$ cat src/rtl/unreflector_if.sv
// Bundle between the CORDIC front end, the core result path and the unreflector.
// The master drives sample flags and core results; the slave returns corrected results and FIFO status.
interface unreflector_if #(
  parameter int B     = 14,
  parameter int DEPTH = 16
);
  localparam int OCC_W = $clog2(DEPTH) + 1;

  logic             in_valid;
  logic             reflect_in;
  logic             has_angle_in;
  logic             core_valid;
  logic [2*B-1:0]   core_data;
  logic             out_valid;
  logic [2*B-1:0]   out_data;
  logic [OCC_W-1:0] occupancy;
  logic             overflow;
  logic             underflow;

  modport master (
    output in_valid, reflect_in, has_angle_in, core_valid, core_data,
    input  out_valid, out_data, occupancy, overflow, underflow
  );

  modport slave (
    input  in_valid, reflect_in, has_angle_in, core_valid, core_data,
    output out_valid, out_data, occupancy, overflow, underflow
  );
endinterface

$ cat src/rtl/unreflector.sv
// Undoes the pre-core origin reflection of CORDIC samples using a FIFO of per-sample flags; 1-cycle latency.
// No backpressure: pushes into a full FIFO are dropped (sticky overflow), pops from empty act as reflect=0 (sticky underflow).
module unreflector #(
  parameter int B     = 14,
  parameter int N     = 13,
  parameter int DEPTH = 16
) (
  input  logic         clk,
  input  logic         rst,
  unreflector_if.slave bus
);
  localparam int             ANG      = N + (N % 2);
  localparam int             AW       = $clog2(DEPTH);
  localparam logic [AW:0]    FULL_CNT = (AW+1)'(DEPTH);
  localparam logic [B-1:0]   MOST_NEG = {1'b1, {(B-1){1'b0}}};
  localparam logic [B-1:0]   MOST_POS = {1'b0, {(B-1){1'b1}}};

  logic [1:0]     r_mem [DEPTH];
  logic [AW-1:0]  r_wr_ptr;
  logic [AW-1:0]  r_rd_ptr;
  logic [AW:0]    r_count;
  logic           r_overflow;
  logic           r_underflow;
  logic           r_out_valid;
  logic [2*B-1:0] r_out_data;

  logic           w_push;
  logic           w_pop;
  logic           w_empty;
  logic           w_full;
  logic [1:0]     w_in_pair;
  logic [1:0]     w_pair;
  logic           w_do_wr;
  logic           w_do_rd;
  logic           w_set_ovf;
  logic           w_set_unf;
  logic [B-1:0]   w_x;
  logic [B-1:0]   w_y;
  logic [2*B-1:0] w_fixed;

  function automatic logic [B-1:0] neg_sat(input logic [B-1:0] v);
    if (v == MOST_NEG) return MOST_POS;
    return -v;
  endfunction

  assign w_push    = bus.in_valid;
  assign w_pop     = bus.core_valid;
  assign w_empty   = (r_count == '0);
  assign w_full    = (r_count == FULL_CNT);
  assign w_in_pair = {bus.reflect_in, bus.has_angle_in};

  // A pop from an empty FIFO with a same-cycle push consumes the incoming pair directly.
  always_comb begin
    w_pair    = 2'b00;
    w_do_wr   = 1'b0;
    w_do_rd   = 1'b0;
    w_set_ovf = 1'b0;
    w_set_unf = 1'b0;
    if (w_pop) begin
      if (!w_empty) begin
        w_pair  = r_mem[r_rd_ptr];
        w_do_rd = 1'b1;
      end else if (w_push) begin
        w_pair = w_in_pair;
      end else begin
        w_set_unf = 1'b1;
      end
    end
    if (w_push && !(w_pop && w_empty)) begin
      if (w_full && !w_pop) begin
        w_set_ovf = 1'b1;
      end else begin
        w_do_wr = 1'b1;
      end
    end
  end

  assign w_x = bus.core_data[2*B-1:B];
  assign w_y = bus.core_data[B-1:0];

  // Angle results get +pi (MSB flip of the binary angle); rotation results negate both halves.
  always_comb begin
    w_fixed = bus.core_data;
    if (w_pair[1]) begin
      if (w_pair[0]) begin
        w_fixed[ANG-1] = ~bus.core_data[ANG-1];
      end else begin
        w_fixed = {neg_sat(w_x), neg_sat(w_y)};
      end
    end
  end

  always_ff @(posedge clk) begin
    if (!rst && w_do_wr) begin
      r_mem[r_wr_ptr] <= w_in_pair;
    end
  end

  always_ff @(posedge clk) begin
    if (rst) begin
      r_wr_ptr    <= '0;
      r_rd_ptr    <= '0;
      r_count     <= '0;
      r_overflow  <= 1'b0;
      r_underflow <= 1'b0;
      r_out_valid <= 1'b0;
      r_out_data  <= '0;
    end else begin
      if (w_do_wr) r_wr_ptr <= r_wr_ptr + 1'b1;
      if (w_do_rd) r_rd_ptr <= r_rd_ptr + 1'b1;
      case ({w_do_wr, w_do_rd})
        2'b10:   r_count <= r_count + 1'b1;
        2'b01:   r_count <= r_count - 1'b1;
        default: r_count <= r_count;
      endcase
      if (w_set_ovf) r_overflow  <= 1'b1;
      if (w_set_unf) r_underflow <= 1'b1;
      r_out_valid <= w_pop;
      if (w_pop) r_out_data <= w_fixed;
    end
  end

  assign bus.out_valid = r_out_valid;
  assign bus.out_data  = r_out_data;
  assign bus.occupancy = r_count;
  assign bus.overflow  = r_overflow;
  assign bus.underflow = r_underflow;
endmodule

$ cat src/flat_wrapper.sv
// flat-port wrapper written by rule: the top's interface ports become plain ports
module unreflector_flat 
#(
  parameter int B     = 14,
  parameter int N     = 13,
  parameter int DEPTH = 16
)
  (clk, rst, bus_in_valid, bus_reflect_in, bus_has_angle_in, bus_core_valid, bus_core_data, bus_out_valid, bus_out_data, bus_occupancy, bus_overflow, bus_underflow);
  unreflector_if #(.B(B), .DEPTH(DEPTH)) bus_i ();
  input  logic clk;
  input  logic rst;
  input wire logic [$bits(bus_i.in_valid)-1:0] bus_in_valid;
  input wire logic [$bits(bus_i.reflect_in)-1:0] bus_reflect_in;
  input wire logic [$bits(bus_i.has_angle_in)-1:0] bus_has_angle_in;
  input wire logic [$bits(bus_i.core_valid)-1:0] bus_core_valid;
  input wire logic [$bits(bus_i.core_data)-1:0] bus_core_data;
  output wire logic [$bits(bus_i.out_valid)-1:0] bus_out_valid;
  output wire logic [$bits(bus_i.out_data)-1:0] bus_out_data;
  output wire logic [$bits(bus_i.occupancy)-1:0] bus_occupancy;
  output wire logic [$bits(bus_i.overflow)-1:0] bus_overflow;
  output wire logic [$bits(bus_i.underflow)-1:0] bus_underflow;
  assign bus_i.in_valid = bus_in_valid;
  assign bus_i.reflect_in = bus_reflect_in;
  assign bus_i.has_angle_in = bus_has_angle_in;
  assign bus_i.core_valid = bus_core_valid;
  assign bus_i.core_data = bus_core_data;
  assign bus_out_valid = bus_i.out_valid;
  assign bus_out_data = bus_i.out_data;
  assign bus_occupancy = bus_i.occupancy;
  assign bus_overflow = bus_i.overflow;
  assign bus_underflow = bus_i.underflow;
  unreflector #(.B(B), .N(N), .DEPTH(DEPTH)) u_core (.clk(clk), .rst(rst), .bus(bus_i));
endmodule
$ cat config.mk
export PLATFORM = sky130hd
export DESIGN_NAME = unreflector_flat
export DESIGN_NICKNAME = d
export VERILOG_FILES = /design/src/rtl/unreflector_if.sv /design/src/rtl/unreflector.sv /design/src/flat_wrapper.sv
export SDC_FILE = /design/constraint.sdc
export NUM_CORES = 1
export LEC_CHECK = 0
export CAP_MARGIN = 10
export CELL_PAD_IN_SITES_DETAIL_PLACEMENT = 1
export CELL_PAD_IN_SITES_GLOBAL_PLACEMENT = 1
export CORE_UTILIZATION = 41
export CTS_CLUSTER_SIZE = 14
export DETAILED_ROUTE_END_ITERATION = 10
export GPL_TIMING_DRIVEN = 0
export PLACE_DENSITY = 0.85
export SYNTH_ARGS = -nofsm -noshare
export SYNTH_HDL_FRONTEND = slang
export SYNTH_SLANG_ARGS = --single-unit
$ cat constraint.sdc
create_clock -name clk -period 4.05 [get_ports clk]
set_input_delay 0.81 -clock clk [delete_from_list [all_inputs] [get_ports clk]]
set_output_delay 0.81 -clock clk [all_outputs]
set_load 0.005 [all_outputs]
# After elaboration in Yosys (flattened, before gate mapping)
# Memory sizes are Yosys's and may differ from the RTL's. A register that Yosys moved wholly into a read port is not among the register bits.
# Index checks and enable logic that the tools add are counted.
# classes
n_addsub	6
eq_ne	5
n_mux	31
n_bitwise	1
n_reduce_logical	9
# op_table
op	n
14-bit 2-to-1 mux	5
14-bit equality test (second input constant)	2
28-bit 2-to-1 mux	1
14-bit negator	2
1-bit 2-to-1 mux	18
13-bit 2-to-1 mux	1
5-bit case mux with 2 select lines	1
4-bit by 1-bit adder with 4-bit output (second input constant)	2
4-bit 2-to-1 mux	2
2-bit 2-to-1 mux	3
5-bit by 1-bit adder with 5-bit output (second input constant)	1
5-bit equality test (second input constant)	1
5-bit logical NOT	1
5-bit by 1-bit subtractor with 5-bit output (second input constant)	1
1-bit logical AND	4
1-bit logical NOT	3
2-bit by 1-bit equality test with 1-bit output (second input constant)	1
2-bit equality test (second input constant)	1
2-bit nonzero test	1
1-bit inverter	1
# word_totals
register_bits	44
ram_bits	32
input_bits	34
out_inout_bits	36
word_cells	60
memories	1
# memory_table
name	depth	word_bits	rd	rd_ports_with_merged_regs	write_ports	line	source
u_core.r_mem	16	2	1	1	1	unreflector.sv:18	logic [1:0] r_mem [DEPTH];

# Longest topological paths before layout
# depth
depth_word	8
depth_mapped	13
mapped_depth_nobuf	11

# Worst setup path after synthesis
# OpenSTA, ideal clock, no wires.
# synth_path
kind	input to register
startpoint	input port bus_core_valid
endpoint	register u_core.r_count[4], in the netlist u_core.bus.occupancy[4]
arrival_ns	3.400
t_required_ns	3.980
setup_slack_ns	0.579
path_stages	13
path_buffers	2
path_cell_list	clkbuf_1 xnor2_1 o21ai_1 ha_1 clkbuf_1 xor2_1 ha_1 o21a_1 o22a_1 a21oi_1 xor2_1 or3_1 a21oi_1
# synth_between
elab_chain_cells	6
word_cells_on_any_way	12
classes_between	eq/ne: 2; mux: 4; reduce/logical: 6
# synth_lines
element	line	source
start, declared	flat_wrapper.sv:15	input wire logic [$bits(bus_i.core_valid)-1:0] bus_core_valid;
1-bit logical NOT / 1-bit logical AND (equally long branches)	unreflector.sv:70, unreflector.sv:69	
1-bit logical AND / 1-bit logical NOT (equally long branches)	unreflector.sv:70, unreflector.sv:69	
1-bit 2-to-1 mux / 1-bit logical AND (equally long branches)	unreflector.sv:70, unreflector.sv:69	
1-bit 2-to-1 mux	unreflector.sv:69	if (w_push && !(w_pop && w_empty)) begin
2-bit by 1-bit equality test with 1-bit output / 2-bit equality test (equally long branches)	unreflector.sv:111	case ({w_do_wr, w_do_rd})
5-bit case mux with 2 select lines / 2-bit nonzero test (equally long branches)	n/a	
end signal, assigned	unreflector.sv:112	2'b10: r_count <= r_count + 1'b1;
end signal, assigned	unreflector.sv:113	2'b01: r_count <= r_count - 1'b1;
end signal, assigned	unreflector.sv:114	default: r_count <= r_count;
end, declared	unreflector.sv:21	logic [AW:0] r_count;
# Several ways; a longest one is shown, not always the timed one.
# A chain may end at the register's enable or synchronous reset.

# Worst setup path in the final report
# layout_path
startpoint	input port bus_core_valid
endpoint	register u_core.r_count[4], in the netlist u_core.bus.occupancy[4]
# layout_between
word_cells_on_any_way	12
classes_between	eq/ne: 2; mux: 4; reduce/logical: 6
# layout_rtl
element	line	source
1-bit 2-to-1 mux (*)	unreflector.sv:59	if (w_pop) begin
via u_core.w_do_rd	unreflector.sv:34	logic w_do_rd;
2-bit by 1-bit equality test with 1-bit output / 2-bit equality test (equally long branches)	unreflector.sv:111	
5-bit case mux with 2 select lines / 2-bit nonzero test (equally long branches)	n/a	
# The timed path passes the listed nets; every way through them passes the cells marked *.

==> results by stage <==
Worst setup path:
- Among cell families on the critical path, the largest total delay comes from buffers and inverters.
- The worst register-to-register path begins at u_core.bus.occupancy[2].
- The worst register-to-register path has a setup slack of 540 ps.
- STA puts the critical path data arrival time at 4140 ps.
- The delay of the slowest critical-path stage is 520 ps.
- In this run the critical register-to-register path is captured at u_core.bus.occupancy[4].
- Tracing the worst setup path back leads to its startpoint at bus_core_valid.
- The data required time of the worst path is 4350 ps.
- Of all nets on the critical path, the largest fanout is 9.
- STA classifies the critical path startpoint as a primary input.
- The cell depth of the worst flop-to-flop path is 13.
- Together, buffers and inverters on the worst path number 3.
- Walking the worst path, the cells encountered are clkdlybuf4s50_1 -> clkinv_1 -> a21oi_2 -> ha_1 -> clkbuf_1 -> xor2_1 -> ha_1 -> o21a_1 -> o22a_1 -> a21oi_1 -> xor2_1 -> or3_1 -> a21oi_1.
- The startpoint-to-endpoint class of the critical path is primary input to flip-flop.
- The cell with the largest stage delay on the worst path is sky130_fd_sc_hd__clkdlybuf4s50_1.
- The type of element capturing the critical path is a flip-flop.

Logic synthesis:
- In the post-synthesis netlist, the cell with the most instances is sky130_fd_sc_hd__nor2_1.
- Counting instances in the post-synthesis netlist gives the leading cell types as sky130_fd_sc_hd__nor2_1 (51), sky130_fd_sc_hd__nand2_1 (49), sky130_fd_sc_hd__dfxtp_1 (48).
- During synthesis, Yosys emitted a total of 0 warnings.
- The fraction of registers with async set/reset is 0%.
- The flip-flop and latch count after synthesis is 80.
- Synthesis produced a netlist whose cell count is 448.
- The number of nets in the synthesized netlist is 493.
- The flip-flop cell with the highest count after synthesis is sky130_fd_sc_hd__dfxtp_1.
- After synthesis the cells add up to 0.00416 sq mm.
- The post-synthesis cell type count is 63.
- By area the synthesized netlist is led by sky130_fd_sc_hd__dfxtp_1 (23%), sky130_fd_sc_hd__edfxtp_1 (23%), sky130_fd_sc_hd__nor2_1 (4.6%).
- Summed over its instances, the top area cell type makes up 23.1% of the synthesized netlist area.
- The library cell occupying the most area in the post-synthesis netlist is sky130_fd_sc_hd__dfxtp_1.
- The mean area per synthesized cell is 9.29 sq um.
- The number of synthesized flops with an enable pin is 32.
- Summing the sequential cell areas from Yosys gives 46.2% of the chip area.

STA:
- Static timing analysis puts the maximum clock frequency at 261 MHz.
- The slew at the pin closest to its max-slew limit is 906 ps.
- The number of pins exceeding their max-slew limit in the final report came to 0.
- In the finished design, the share of the clock period the worst path needs comes to 94.7%.
- After layout, the worst setup slack is 215 ps.
- After routing, the total negative slack on setup checks comes to 0 ps.
- The total count of hold-check failures in the final report is 0.
- On the final layout, the worst clock skew is 11.7 ps.
- Setup repair after global routing left no endpoint under its margin.
- The post-route minimum period is 3840 ps.
- Setup violations remaining at the end of the flow were counted as 0.
- The minimum hold slack is 454 ps.
- The worst relative slew slack is 39.4%.

Flow run:
- The number of violations of the max-capacitance limit is 0.

Pwr:
- The register share of total power is 35.9%.
- The power share of the combinational group is 45.0%.
- The leakage component of the power is 1.80 nW.
- The ratio of total power to cell area is 566 mW/mm^2.
- The clock network is responsible for 19.1% of the overall power.
- IR analysis of the VDD net gives a maximum drop of 0.347 mV.
- The analysis attributes to net switching a power of 1.21 mW.
- Overall power consumption after layout is estimated at 2.94 mW.
- The net switching share of the total power is 41.2%.
- The internal power consumption is 1.73 mW.

Drt:
- After detailed routing, the number of vias per cell comes to 5.94.
- In this run, the number of DRC markers left after iteration 0 of detailed routing was 127.
- In this run the remaining antenna-violating nets after routing total 0.
- Across all layers, the routed design uses 3952 vias.
- The total wire length is 13400 um.
- The detail-routed net length per standard cell is 20.1 um.
- The pre-antenna-repair detailed-routing pass consisted of 4 iterations.
- In the routed design, unresolved DRC markers number 0.

Clocking:
- The H-tree depth reported by CTS is 3.
- The total clock sinks is 80.
- In this run the clock root is driven by a sky130_fd_sc_hd__clkbuf_8.
- The clock tree from TritonCTS is done.
- The number of buffers between clock root and the deepest sink is 2.
- TritonCTS created 9 clock buffers.
- The clock latency on the worst-skew pair is 380 ps.
- After clock tree synthesis, the clock-pin slew on the worst setup and hold paths is 90 ps.

Floorplanning:
- The horizontal die dimension is 103 um.
- The initialized floorplan defines 36 standard-cell rows.
- The die is 103 um tall.
- Pin placement for this block handled 70 I/O pins.
- The initial utilization of the core area, before any placement, comes to 42.4%.
- The core region is 0.00982 sq mm.
- The floorplan step defined a die boundary enclosing 0.0106 sq mm.

Outcome:
- The run finished with clean final reports.

Placement:
- The count of buffers added on input and output ports is 68.
- Once detailed placement completed, the half-perimeter wirelength came to 9670 um.
- The number of placed instances, taps included, is 649.
- The post-place setup slack is -455 ps.
- The weighted congestion at the end of routability-driven global placement is 0.869.
- After detailed placement, the total cell area comes to 0.00501 sq mm.

Global routing:
- Entering global routing, the biggest net connects 19 pins.
- The via count of the first global-routing pass was 4071.
- The number of antenna violations at the first check in global routing is 0.
- The first global-routing pass estimated 20900 um of wire.
- After global routing the overflow that remains totals 0.
- Global routing consumed, over all layers together, 26.3% of the routing resources.

Min path:
- The path with the worst hold slack has its endpoint at u_core.bus.out_data[20].
- Along the worst hold path, the cell count comes to 2.
- The class of the worst hold path is flip-flop to flip-flop.
- The startpoint identified for the worst hold timing path is u_core.bus.out_data[20].

Finish:
- In the final layout, the multi-input gates occupy 0.00206 sq mm.
- Counting the fill cells in the layout gives 1177.
- The final instance count without filler cells is 665.
- The end-of-flow core utilization is 53.0%.
- The sequential cell area in the final layout is 0.00192 sq mm.
- The area growth from synthesis to final layout is 24.9%.
- The final layout contains 572 nets.
- The repair_antennas step left the layout with diodes totalling 0.
- The post-route cell area is 0.00520 sq mm.
- The fraction of layout cells with a size suffix above 1 is 6.95%.
==> worst max-delay path by stage <==
stage / endpoint / cells after the start / slack, ps
detailed placement: u_core.bus.occupancy[4] / 14 / -460
global placement: u_core.bus.occupancy[4] / 14 / -370
global route: u_core.bus.occupancy[4] / 13 / 5
CTS: u_core.bus.occupancy[4] / 14 / 70
floorplan: u_core.bus.occupancy[4] / 13 / 580
finish: u_core.bus.occupancy[4] / 13 / 210
==> placed cells by master, fill, tap and decap left out, drive strengths merged, types with 7 or more instances in the layout <==
cell	netlist	routed
nor2b	7	7
nand2b	9	9
a21oi	11	11
mux2i	12	12
inv	16	19
ha	11	11
a31oi	17	17
o21ai	16	16
nand2	49	49
edfxtp	32	32
dfxtp	48	48
clkbuf	19	28
nor3	19	19
nand4	14	14
o31ai	8	8
nor2	52	52
nand3	11	11
buf	11	11
clkdlybuf4s50	0	68
==> cell type report <==
class / count / share of cell area, %
Buffer: 30 / 2.48
Clock buffer: 9 / 2.38
Sequential cell: 80 / 37.0
Inverter: 17 / 1.23
Clock inverter: 7 / 1.01
Timing Repair Buffer: 68 / 13.1
Multi-Input combinational cell: 321 / 39.7
Tap cell: 133 / 3.20
==> metal layers <==
metal / track usage [%] / up-vias / wire (um)
li1: - / 1821 / -
met1: 31.3 / 1977 / 5570
met2: 46.7 / 124 / 6750
met3: 4.07 / 30 / 749
met4: 12.2 / 0 / 306
met5: 0 / - / 0
==> kinds of logic (layout without fill, tap and decap cells) <==
kind of cell / after synthesis / after routing / share of synthesized area (%)
multiplexers: 17 / 17 / 4.78
AO/OA/AOI/OAI: 97 / 97 / 16.9
flip-flops: 80 / 80 / 46.2
adder cells (fa/ha/maj): 11 / 11 / 3.31
buffers and inverters: 47 / 131 / 4.60
XOR/XNOR: 11 / 11 / 2.31
AND/OR/NAND/NOR: 185 / 185 / 22.0
==> power groups by stage <==
stage                     Clock, mW  Sequential, mW  Combinational, mW
final                         0.562            1.06               1.32
after global routing          0.591            1.07               1.43
after CTS                     0.563            1.06               1.31
after detailed placement          0            1.08               1.29
after global placement            0            1.07               1.24
after floorplan                   0            1.06              0.757
==> state kept, by name, indices dropped and copies added, names as in the netlist, named ones only <==
name,flops
u_core.bus.occupancy,5
u_core.bus.out_data,28
u_core.bus.out_valid,1
u_core.bus.overflow,1
u_core.bus.underflow,1
u_core.r_mem,32
u_core.r_rd_ptr,4
u_core.r_wr_ptr,4
==> what timing repair did <==
action                                  CTS  global route
endpoints found under the setup margin    1             1
resized for setup                         1             3
hold buffers                              0             0
endpoints found under the hold margin     0             0
buffers inserted                          0             0
==> tightest hold or removal path, delay by kind of cell, from the launching register on <==
kind,cells,cell delay [ps]
and+or+nand+nor,1,50
AOI/OAI and AO/OA,1,50
DFF,1,320
Power figures use the tool's default switching activity.
